$ cat config.mk
export PLATFORM = sky130hd
export DESIGN_NAME = song_reader
export DESIGN_NICKNAME = d
export VERILOG_FILES = /design/src/rtl/song_reader_pkg.sv /design/src/rtl/song_reader_song_rom.sv /design/src/rtl/song_reader.sv
export SDC_FILE = /design/constraint.sdc
export NUM_CORES = 1
export LEC_CHECK = 0
export ABC_AREA = 1
export BUFFER_PORTS_ARGS = -buffer_cell sky130_fd_sc_hd__buf_2
export CAP_MARGIN = 20
export CORE_AREA = 2 2 85 87
export DETAILED_ROUTE_END_ITERATION = 7
export DIE_AREA = 0 0 87 89
export GPL_TIMING_DRIVEN = 0
export SYNTH_ARGS = -nofsm -noshare
export SYNTH_HDL_FRONTEND = slang
export SYNTH_SLANG_ARGS = --single-unit
$ cat constraint.sdc
create_clock -name clk -period 4.7 [get_ports clk]
set_input_delay 0.94 -clock clk [delete_from_list [all_inputs] [get_ports clk]]
set_output_delay 0.94 -clock clk [all_outputs]
set_load 0.02 [all_outputs]
$ cat src/rtl/song_reader_pkg.sv
// -----------------------------------------------------------------------------
// song_reader_pkg
// Shared definitions for the song reader block:
//   - default widths for note/duration fields, note index and song select
//   - ROM word width ({note, duration})
//   - end-of-song marker value carried in the duration field
//   - FSM state encoding used by song_reader
// Optional feature macro used by song_reader: SONG_READER_LOOP_EN
// -----------------------------------------------------------------------------
package song_reader_pkg;

    localparam int NOTE_W_DEF = 6;                 // note code / duration width
    localparam int IDX_W_DEF  = 5;                 // 32 notes per song
    localparam int SONG_W_DEF = 2;                 // 4 songs
    localparam int ROM_W_DEF  = 2 * NOTE_W_DEF;    // {note, duration}

    // A duration of zero never describes a playable note, so it doubles as
    // the end-of-song marker.
    localparam int END_MARKER = 0;

    typedef enum logic [2:0] {
        S_IDLE      = 3'd0,
        S_FETCH     = 3'd1,
        S_WAIT_ROM  = 3'd2,
        S_ISSUE     = 3'd3,
        S_WAIT_DONE = 3'd4
    } state_t;

endpackage

$ cat src/rtl/song_reader_song_rom.sv
// -----------------------------------------------------------------------------
// song_rom
// Synchronous song ROM with one cycle of read latency.
// Ports:
//   clk   in   system clock
//   addr  in   {song, note index}, SONG_W+IDX_W bits
//   data  out  {note, duration}, 2*NOTE_W bits, valid one clock after addr
// Contents (index i within the song):
//   song 0: i<4  -> note 10+3i, duration i+1; end marker at i=4
//   song 1: i<12 -> note 20+i,  duration 2+(i mod 3); end marker at i=12
//   song 2: all 32 entries -> note (5i+3) mod 64, duration 1+(i mod 4); no marker
//   song 3: i<20 -> note 40+i (rest on every fourth entry), duration 4;
//           end marker at i=20
//   any other address reads as {0, END_MARKER}.
// -----------------------------------------------------------------------------
module song_rom
    import song_reader_pkg::*;
#(
    parameter int NOTE_W = NOTE_W_DEF,
    parameter int IDX_W  = IDX_W_DEF,
    parameter int SONG_W = SONG_W_DEF
)
(
    input  logic                    clk,
    input  logic [SONG_W+IDX_W-1:0] addr,
    output logic [2*NOTE_W-1:0]     data
);

    // Contents are generated from the song rules above; every address is a
    // constant expression, so this folds into a plain lookup table.
    function automatic logic [2*NOTE_W-1:0] rom_lookup(
        input logic [SONG_W-1:0] s,
        input logic [IDX_W-1:0]  i
    );
        int n;
        int d;
        int ii;
        ii = int'(i);
        n  = 0;
        d  = END_MARKER;
        case (int'(s))
            0: begin
                if (ii < 4) begin
                    n = 10 + 3 * ii;
                    d = ii + 1;
                end
            end
            1: begin
                if (ii < 12) begin
                    n = 20 + ii;
                    d = 2 + (ii % 3);
                end
            end
            2: begin
                n = (5 * ii + 3) % 64;
                d = 1 + (ii % 4);
            end
            3: begin
                if (ii < 20) begin
                    n = ((ii % 4) == 3) ? 0 : 40 + ii;
                    d = 4;
                end
            end
            default: begin
                n = 0;
                d = END_MARKER;
            end
        endcase
        return {NOTE_W'(n), NOTE_W'(d)};
    endfunction

    // NOTE: the ROM read register is deliberately left without reset; it is
    // storage whose value is only consumed after a FETCH has loaded it, and
    // resetting memory-style registers costs routing for no behavioural gain.
    always_ff @(posedge clk) begin
        data <= rom_lookup(addr[SONG_W+IDX_W-1:IDX_W], addr[IDX_W-1:0]);
    end

endmodule

$ cat src/rtl/song_reader.sv
// -----------------------------------------------------------------------------
// song_reader
// Steps through a stored song one note at a time, handing each
// {note, duration} pair to a note player and waiting for it to finish.
// Ports:
//   clk        in   system clock, all state on the rising edge
//   reset      in   asynchronous active-low reset
//   play       in   level: 1 = advance through the song, 0 = pause
//   song       in   song select, sampled only when leaving IDLE
//   note_done  in   one-cycle pulse from the note player
//   note       out  note code (frequency ROM address), 0 = rest
//   duration   out  note length in beats
//   new_note   out  one-cycle pulse: note/duration are valid
//   song_done  out  one-cycle pulse: song finished
// Build option:
//   SONG_READER_LOOP_EN  when defined, the end of a song restarts it at
//                        entry 0 instead of pulsing song_done and idling.
// -----------------------------------------------------------------------------
module song_reader
    import song_reader_pkg::*;
#(
    parameter int NOTE_W = NOTE_W_DEF,
    parameter int IDX_W  = IDX_W_DEF,
    parameter int SONG_W = SONG_W_DEF
)
(
    input  logic              clk,
    input  logic              reset,
    input  logic              play,
    input  logic [SONG_W-1:0] song,
    input  logic              note_done,
    output logic [NOTE_W-1:0] note,
    output logic [NOTE_W-1:0] duration,
    output logic              new_note,
    output logic              song_done
);

`ifdef SONG_READER_LOOP_EN
    localparam bit LOOP_EN = 1'b1;
`else
    localparam bit LOOP_EN = 1'b0;
`endif

    state_t              state;
    logic [SONG_W-1:0]   song_q;
    logic [IDX_W-1:0]    idx;
    logic [2*NOTE_W-1:0] rom_data;
    logic [NOTE_W-1:0]   rom_note;
    logic [NOTE_W-1:0]   rom_dur;
    logic                rom_end;
    logic                idx_last;
    logic                dur_end;

    assign {rom_note, rom_dur} = rom_data;
    assign rom_end  = (rom_dur == NOTE_W'(END_MARKER));
    assign dur_end  = (duration == NOTE_W'(END_MARKER));
    assign idx_last = &idx;

    // The address is simply the live {song_q, idx}; it is stable throughout
    // FETCH, so the word read at the end of FETCH is ready in WAIT_ROM.
    song_rom #(
        .NOTE_W (NOTE_W),
        .IDX_W  (IDX_W),
        .SONG_W (SONG_W)
    ) u_song_rom (
        .clk  (clk),
        .addr ({song_q, idx}),
        .data (rom_data)
    );

    // Pulses are registered on the edge that enters ISSUE (or IDLE), so
    // new_note appears exactly three clocks after play rises in IDLE and
    // each pulse lasts one clock even when play freezes the FSM in ISSUE.
    // NOTE: all state here uses non-blocking assignments so every register
    // samples the pre-edge values, independent of statement order.
    always_ff @(posedge clk or negedge reset) begin
        if (!reset) begin
            state     <= S_IDLE;
            song_q    <= '0;
            idx       <= '0;
            note      <= '0;
            duration  <= '0;
            new_note  <= 1'b0;
            song_done <= 1'b0;
        end else begin
            new_note  <= 1'b0;
            song_done <= 1'b0;
            case (state)
                S_IDLE: begin
                    if (play) begin
                        song_q <= song;
                        idx    <= '0;
                        state  <= S_FETCH;
                    end
                end

                S_FETCH: begin
                    if (play) begin
                        state <= S_WAIT_ROM;
                    end
                end

                S_WAIT_ROM: begin
                    if (play) begin
                        note     <= rom_note;
                        duration <= rom_dur;
                        state    <= S_ISSUE;
                        if (!rom_end) begin
                            new_note <= 1'b1;
                        end else if (!LOOP_EN) begin
                            song_done <= 1'b1;
                        end
                    end
                end

                S_ISSUE: begin
                    // The pulse already went out on entry; leaving only
                    // decides where to go next.
                    if (play) begin
                        if (!dur_end) begin
                            state <= S_WAIT_DONE;
                        end else if (LOOP_EN) begin
                            idx   <= '0;
                            state <= S_FETCH;
                        end else begin
                            state <= S_IDLE;
                        end
                    end
                end

                S_WAIT_DONE: begin
                    // note_done is honoured even while paused; with play low
                    // the FSM then parks in FETCH on the next entry.
                    if (note_done) begin
                        idx <= idx + 1'b1;
                        if (idx_last && !LOOP_EN) begin
                            song_done <= 1'b1;
                            state     <= S_IDLE;
                        end else begin
                            state <= S_FETCH;
                        end
                    end
                end

                default: begin
                    state <= S_IDLE;
                end
            endcase
        end
    end

endmodule

==> results.txt, run 1 <==
Syn Inst Count: 383
die height: 89 um
relative contribution of the clock network to total power: 14.8%
Critical Path Sink Type: register
power dissipated by switching net loads: 799 uW
reg-to-reg endpoint: u_song_rom.data[2]
most common cell type on the critical path: nand2_2
share of the yosys chip area belonging to registers: 28.4%
maximum number of pins on one net before global-route repair: 25
Int Power: 999 uW
number of failing hold endpoints at the final stage: 0
RePlAce Congestion: 0.879
Top Ports: 20
port buffer count: 19
clock latency on the worst-skew pair: 290 ps
maximum fanout count along the critical path: 10
syn nets: 423
Final Net Count: 469
first-pass GRT wire length: 11.5 mm
Yosys reg bits: 36
total global-route track usage: 18.7%
fraction of power consumed by sequential logic: 28.3%
number of maximum-capacitance constraint violations: 0
portion of synthesized cell area occupied by the leading cell type: 20.3%
total non-filler cell area in the finished layout: 3510 sq um
average footprint of a synthesized cell: 7.74 sq um
cell accounting for the most synthesized area: dfrtp_1
routed wirelength normalized by instance count: 13.2 um
register-to-register setup slack: 360 ps
number of routed nets with antenna violations: 0
number of distinct standard cells referenced by the synthesized netlist: 41
utilization after layout: 52.3%
largest vdd supply drop: 0.169 mV
reg-to-reg critical path startpoint: idx[2]
relative slew slack: 64.6%
power per standard cell area: 512 nW/um^2
via density per instance: 5.08
global-route congestion overflow total: 0
detailed router's first-iteration violation count: 85
Min-Delay Endpoint: note[2]
basic-gate share of the synthesized area counting and, or, nand and nor cells: 32.2%
maximum achievable frequency: 230 MHz
count of standard-cell rows: 30
routing usage on met1: 23.1%
CP Launch Type: register
critical path data arrival time: 4490 ps
sink count of the clock tree: 36
Synth Area in Adders: 14.9%
fraction of synthesized area in multiplexers: 3.80%
Synth-to-Final Area Change: 18.5%
Worst Setup Slack post-DPL: -336 ps
met3 Resource Use GR: 1.75%
final setup violation count: 0
Gate power share: 56.9%
Antenna Cells: 0
worst path setup slack after routing: 358 ps
clock skew: 5.84 ps
static leakage: 1.88 nW
initial antenna violation count: 0
Worst Path Class, Setup: register to register
Slowest cell on crit path: dfrtp_2
cell depth of the worst hold path: 1
status: finished, final reports clean
Post-Syn Area: 2960 sq um
Sum Neg Setup Slack: 0 ps
area of the placeable core: 6720 sq um
post-route minimum period: 4340 ps
largest stage delay on the critical path: 420 ps
most heavily used metal layer in global routing: met2
Cell Area, Placed: 3160 sq um
via count: 2,589
Ys Warns: 0
total iterations of the first detailed-routing run: 4
via count of the first global-routing pass: 2,517
hold crit path type: register to register
number of cells on the worst reg-to-reg path: 31
GR Layer Usage met2: 33.7%
XOR/XNOR share of the synthesized area: 2.66%
starting density of the core: 44.1%
count of H-tree levels built during CTS: 2
die footprint: 7740 sq um
TritonCTS clock tree: built
share of layout cells above drive strength 1: 28.6%
clock buffer depth: 2
compound-cell area share of the yosys netlist: 9.59%
clock buffer count from CTS: 5
number of remaining DRC errors: 0
clock slew at the register clock pins of the worst setup and hold paths: 70 ps
Final Routed Wirelength: 6.73 mm
floorplan die width: 87 um
cell at the root of the clock tree: clkbuf_8
hold slack final: 463 ps
post-DP HPWL: 5.14 mm
synth top area cells: dfrtp_1, ha_1, nand2_1
startpoint of the most critical setup path: idx[2]
final max-slew violation count: 0
Critical Path RT: 4840 ps
main combinational cell family by area after synthesis: simple AND/OR/NAND/NOR gates
Worst Max-Slew Pin Slew: 531 ps
Tcrit/Tclk final: 92.4%
count of fill cells added during filler insertion: 671
switching share of total power: 44.4%
Hold Crit Start: u_song_rom.data[8]
==> sequential cells by signal, summed over array words and instances, names as in the netlist <==
signal           count
song_done            1
duration             6
u_song_rom.data     12
song_q               2
new_note             1
state                3
note                 6
idx                  5
==> power groups by stage <==
stage                     clock network (mW)  registers (mW)  logic [mW]
final                                  0.266           0.508        1.02
after global routing                   0.283           0.524        1.17
after CTS                              0.271           0.511       0.932
after detailed placement                   0           0.517       0.923
after global placement                     0           0.512       0.914
after floorplan                            0           0.554       0.656
==> through the flow <==
stage               total power, mW  instances
floorplan                      1.21        383
global placement               1.43        482
detailed placement             1.44        482
CTS                            1.72        491
global route                   1.98        510
finish                         1.80        510
==> per-layer routing <==
layer  share of wire [%]  up-vias
met4                 2.1        0
li1                    -     1367
met5                   0        -
met3                 2.6       11
met1                  48     1168
met2                  48       43
==> logic make-up (layout without fill, tap and decap cells) <==
family | Yosys count | in the layout
buf+inv | 65 | 112
fa+ha+maj | 34 | 34
simple gates | 184 | 184
mux | 10 | 10
compound gates | 45 | 45
xor+xnor | 9 | 9
flops | 36 | 36
==> synth_stat cells, drive strengths merged <==
| master | n |
|---|---|
| o21bai | 1 |
| xnor2 | 4 |
| clkbuf | 3 |
| clkinv | 1 |
| fa | 2 |
| o221ai | 1 |
| o22ai | 6 |
| inv | 59 |
| xor2 | 5 |
| a211oi | 1 |
| or2 | 2 |
| a32o | 1 |
| nor2 | 29 |
| nor3 | 1 |
| a221oi | 1 |
| a21o | 1 |
| o2111ai | 6 |
| nand4 | 10 |
| o21ai | 15 |
| nand3b | 2 |
| a22oi | 1 |
| a21oi | 10 |
| nor4 | 1 |
| o21a | 1 |
| nand3 | 39 |
| nand2 | 100 |
| mux2 | 10 |
| dfrtp | 24 |
| ha | 32 |
| dfxtp | 12 |
| buf | 2 |
==> cell usage in the layout (no fill, tap or decap), types with 2 or more instances in the layout <==
master / n
o22ai_1: 6
xnor2_1: 4
o2111ai_1: 6
nor2_2: 3
nor2_1: 23
nand2_2: 13
ha_4: 3
or2_2: 2
nand3_2: 11
o21ai_0: 12
clkbuf_8: 5
nand4_1: 10
nand2_1: 82
nand3_4: 3
mux2_2: 10
a21oi_1: 9
clkinvlp_4: 3
dfxtp_1: 12
dfrtp_1: 21
nand2_4: 5
inv_1: 46
nand3_1: 25
fa_1: 2
inv_2: 12
buf_4: 21
nor2_4: 3
xor2_1: 5
buf_2: 20
dfrtp_2: 3
o21ai_1: 2
buf_6: 2
nand3b_1: 2
ha_1: 29
==> critical path: cells and delay by family, from the launching register on <==
family                   cells  cell delay (ps)
AND/OR/NAND/NOR             17             1810
adder cells (fa/ha/maj)      4              880
buffers and inverters        8              830
flip-flops                   1              420
AO/OA/AOI/OAI                2              230
==> worst max-delay path by stage <==
stage	to	cells past startpoint	slack [ps]
6_report	u_song_rom.data[2]	31	360
5_1_grt	u_song_rom.data[5]	37	-10
4_1_cts	u_song_rom.data[2]	32	10
3_5_place_dp	u_song_rom.data[2]	32	-340
3_3_place_gp	u_song_rom.data[2]	32	-300
2_1_floorplan	u_song_rom.data[5]	34	400
==> area by class of cell <==
| cell class | instances | area, sq um | share of cell area [%] |
|---|---|---|---|
| multi-input cells | 282 | 1940 | 55.2 |
| plain buffers | 5 | 38.8 | 1.10 |
| well taps | 80 | 100 | 2.85 |
| inverters | 60 | 233 | 6.63 |
| clock buffers | 5 | 68.8 | 1.96 |
| flip-flops and latches | 36 | 845 | 24.1 |
| clock inverters | 3 | 42.5 | 1.21 |
| repair buffers | 39 | 245 | 6.99 |
==> timing repair <==
item / in CTS / in global routing
endpoints found under the setup margin: 3 / 3
hold buffers: 0 / 0
resized for setup: 5 / 22
endpoints found under the hold margin: 0 / 0
setup buffers: 1 / 19
pin swaps: 0 / 8
Note: power is estimated with default switching activity, not from simulation.
==> run 2, diff against run 1 <==
PLACE_DENSITY_LB_ADDON = 0.2   (was not set)
==> results.txt, run 2 (same netlist as run 1, synthesis figures left out) <==
largest stage delay on the critical path: 420 ps (about the same)
commonest cells after routing, fill and taps aside: nand2_1, inv_1, ha_1
maximum achievable frequency: 235 MHz (+1.9%)
max FFs per register: 12 (unchanged)
critical path data arrival time: 4410 ps (-80 ps)
count of standard-cell rows: 30 (unchanged)
Cell Area, Placed: 3160 sq um (unchanged)
total global-route track usage: 18.2% (-0.52 points)
Reg with most FFs: u_song_rom.data
Synth-to-Final Area Change: 19.3%
clock buffer count from CTS: 5 (unchanged)
sink count of the clock tree: 36 (unchanged)
die height: 89 um (unchanged)
Final Routed Wirelength: 6.62 mm (-1.7%)
number of maximum-capacitance constraint violations: 0 (unchanged)
hold crit path type: register to register
via count: 2,581 (-0.31%)
port buffer count: 19 (unchanged)
first-pass GRT wire length: 11.2 mm (-2.8%)
starting density of the core: 44.1% (unchanged)
RePlAce Congestion: 0.854 (-2.8%)
count of H-tree levels built during CTS: 2 (unchanged)
CP Launch Type: register
total non-filler cell area in the finished layout: 3530 sq um (+0.68%)
final setup violation count: 0 (unchanged)
register-to-register setup slack: 440 ps (+80 ps)
Antenna Cells: 0 (unchanged)
cell depth of the worst hold path: 1 (unchanged)
global-route congestion overflow total: 0 (unchanged)
number of cells on the worst reg-to-reg path: 30 (-3.2%)
TritonCTS clock tree: built
number of routed nets with antenna violations: 0 (unchanged)
Critical Path Sink Type: register
via count of the first global-routing pass: 2,455 (-2.5%)
static leakage: 1.89 nW (+0.50%)
maximum fanout count along the critical path: 10 (unchanged)
area of the placeable core: 6720 sq um (unchanged)
Sum Neg Setup Slack: 0 ps (unchanged)
status: finished, final reports clean
share of layout cells above drive strength 1: 29.2% (+0.56 points)
cell at the root of the clock tree: clkbuf_8
floorplan die width: 87 um (unchanged)
clock skew: 3.45 ps (-2.38 ps)
initial antenna violation count: 0 (unchanged)
reg-to-reg critical path startpoint: idx[2]
Worst Max-Slew Pin Slew: 535 ps (+3.36 ps)
Critical Path RT: 4850 ps (about the same)
most common cell type on the critical path: nand2_2
Min-Delay Endpoint: note[2]
detailed router's first-iteration violation count: 166 (+95%)
Slowest cell on crit path: dfrtp_2
Tcrit/Tclk final: 90.7% (-1.7 points)
power per standard cell area: 510 nW/um^2 (-0.31%)
total iterations of the first detailed-routing run: 4 (unchanged)
relative contribution of the clock network to total power: 15.1% (+0.3 points)
count of fill cells added during filler insertion: 664 (-1.0%)
hold slack final: 461 ps (-1.66 ps)
via density per instance: 5.04 (-0.70%)
largest vdd supply drop: 0.159 mV (-5.9%)
Hold Buf Count CTS: 0 (unchanged)
fraction of power consumed by sequential logic: 28.0% (-0.3 points)
Gate power share: 56.9% (about the same)
power dissipated by switching net loads: 806 uW (+0.84%)
clock buffer depth: 2 (unchanged)
final max-slew violation count: 0 (unchanged)
switching share of total power: 44.7% (+0.21 points)
number of failing hold endpoints at the final stage: 0 (unchanged)
Final Net Count: 471 (+0.43%)
post-route minimum period: 4260 ps (-80.9 ps)
Top Ports: 20 (unchanged)
post-DP HPWL: 5.00 mm (-2.7%)
largest registers: u_song_rom.data x12, duration x6, note x6
reg-to-reg endpoint: u_song_rom.data[2]
Worst Path Class, Setup: register to register
relative slew slack: 64.3% (-0.22 points)
maximum number of pins on one net before global-route repair: 25 (unchanged)
routed wirelength normalized by instance count: 12.9 um (-2.0%)
die footprint: 7740 sq um (unchanged)
utilization after layout: 52.6% (+0.35 points)
clock latency on the worst-skew pair: 290 ps (about the same)
clock slew at the register clock pins of the worst setup and hold paths: 70 ps (about the same)
Hold Crit Start: u_song_rom.data[8]
setup repair after global routing missed its margin: no
most common cell after layout, fill and taps aside: nand2_1
Int Power: 999 uW (about the same)
number of remaining DRC errors: 0 (unchanged)
-- run 2: routing by layer --
| metal | vias up | track usage (%) | part of all wire [%] |
|---|---|---|---|
| met5 | - | 0 | 0 |
| li1 | 1358 | - | - |
| met2 | 46 | 31.9 | 48 |
| met1 | 1167 | 23.1 | 48 |
| met3 | 10 | 1.94 | 2.5 |
| met4 | 0 | 6.82 | 2.1 |
-- run 2: worst max-delay path, delay by kind of cell (launching register included) --
family | cells | cell delay, ps
flops | 1 | 420
simple gates | 17 | 1810
fa+ha+maj | 4 | 920
buf+inv | 7 | 730
compound gates | 2 | 220
-- run 2: final cells by class --
| class | instances | area (sq um) | share of cell area [%] |
|---|---|---|---|
| buffer | 5 | 38.8 | 1.10 |
| inverter | 60 | 236 | 6.69 |
| clock buffer | 5 | 68.8 | 1.95 |
| sequential | 36 | 845 | 23.9 |
| multi-input combinational | 282 | 1940 | 54.9 |
| tap | 80 | 100 | 2.83 |
| clock inverter | 3 | 45.0 | 1.27 |
| timing repair buffer | 41 | 260 | 7.36 |
-- run 2: per-stage QoR --
stage / std cells / total power [mW] / worst slack, ps
after floorplan: 383 / 1.21 / 401
after global placement: 482 / 1.42 / -296
after detailed placement: 482 / 1.43 / -301
after CTS: 491 / 1.72 / 113
after global routing: 512 / 1.98 / 1.33
final: 512 / 1.80 / 439
-- run 2: worst max path at each step --
stage	start	end	depth (start not counted)
floorplan	idx[2]	u_song_rom.data[5]	34
global placement	idx[2]	u_song_rom.data[2]	32
detailed placement	idx[2]	u_song_rom.data[2]	32
CTS	idx[2]	u_song_rom.data[2]	32
global route	idx[2]	u_song_rom.data[5]	34
finish	idx[2]	u_song_rom.data[2]	30
-- run 2: repair_timing --
action                                  in CTS  in global routing
endpoints found under the setup margin       3                  3
setup buffers                                1                 21
gates resized for setup                      4                 24
pin swaps                                    0                  6
-- run 2: power groups by stage --
stage	Sequential (mW)	Combinational (mW)	Clock (mW)
finish	0.505	1.03	0.272
global route	0.520	1.17	0.292
CTS	0.507	0.928	0.281
detailed placement	0.513	0.919	0
global placement	0.509	0.911	0
floorplan	0.554	0.656	0
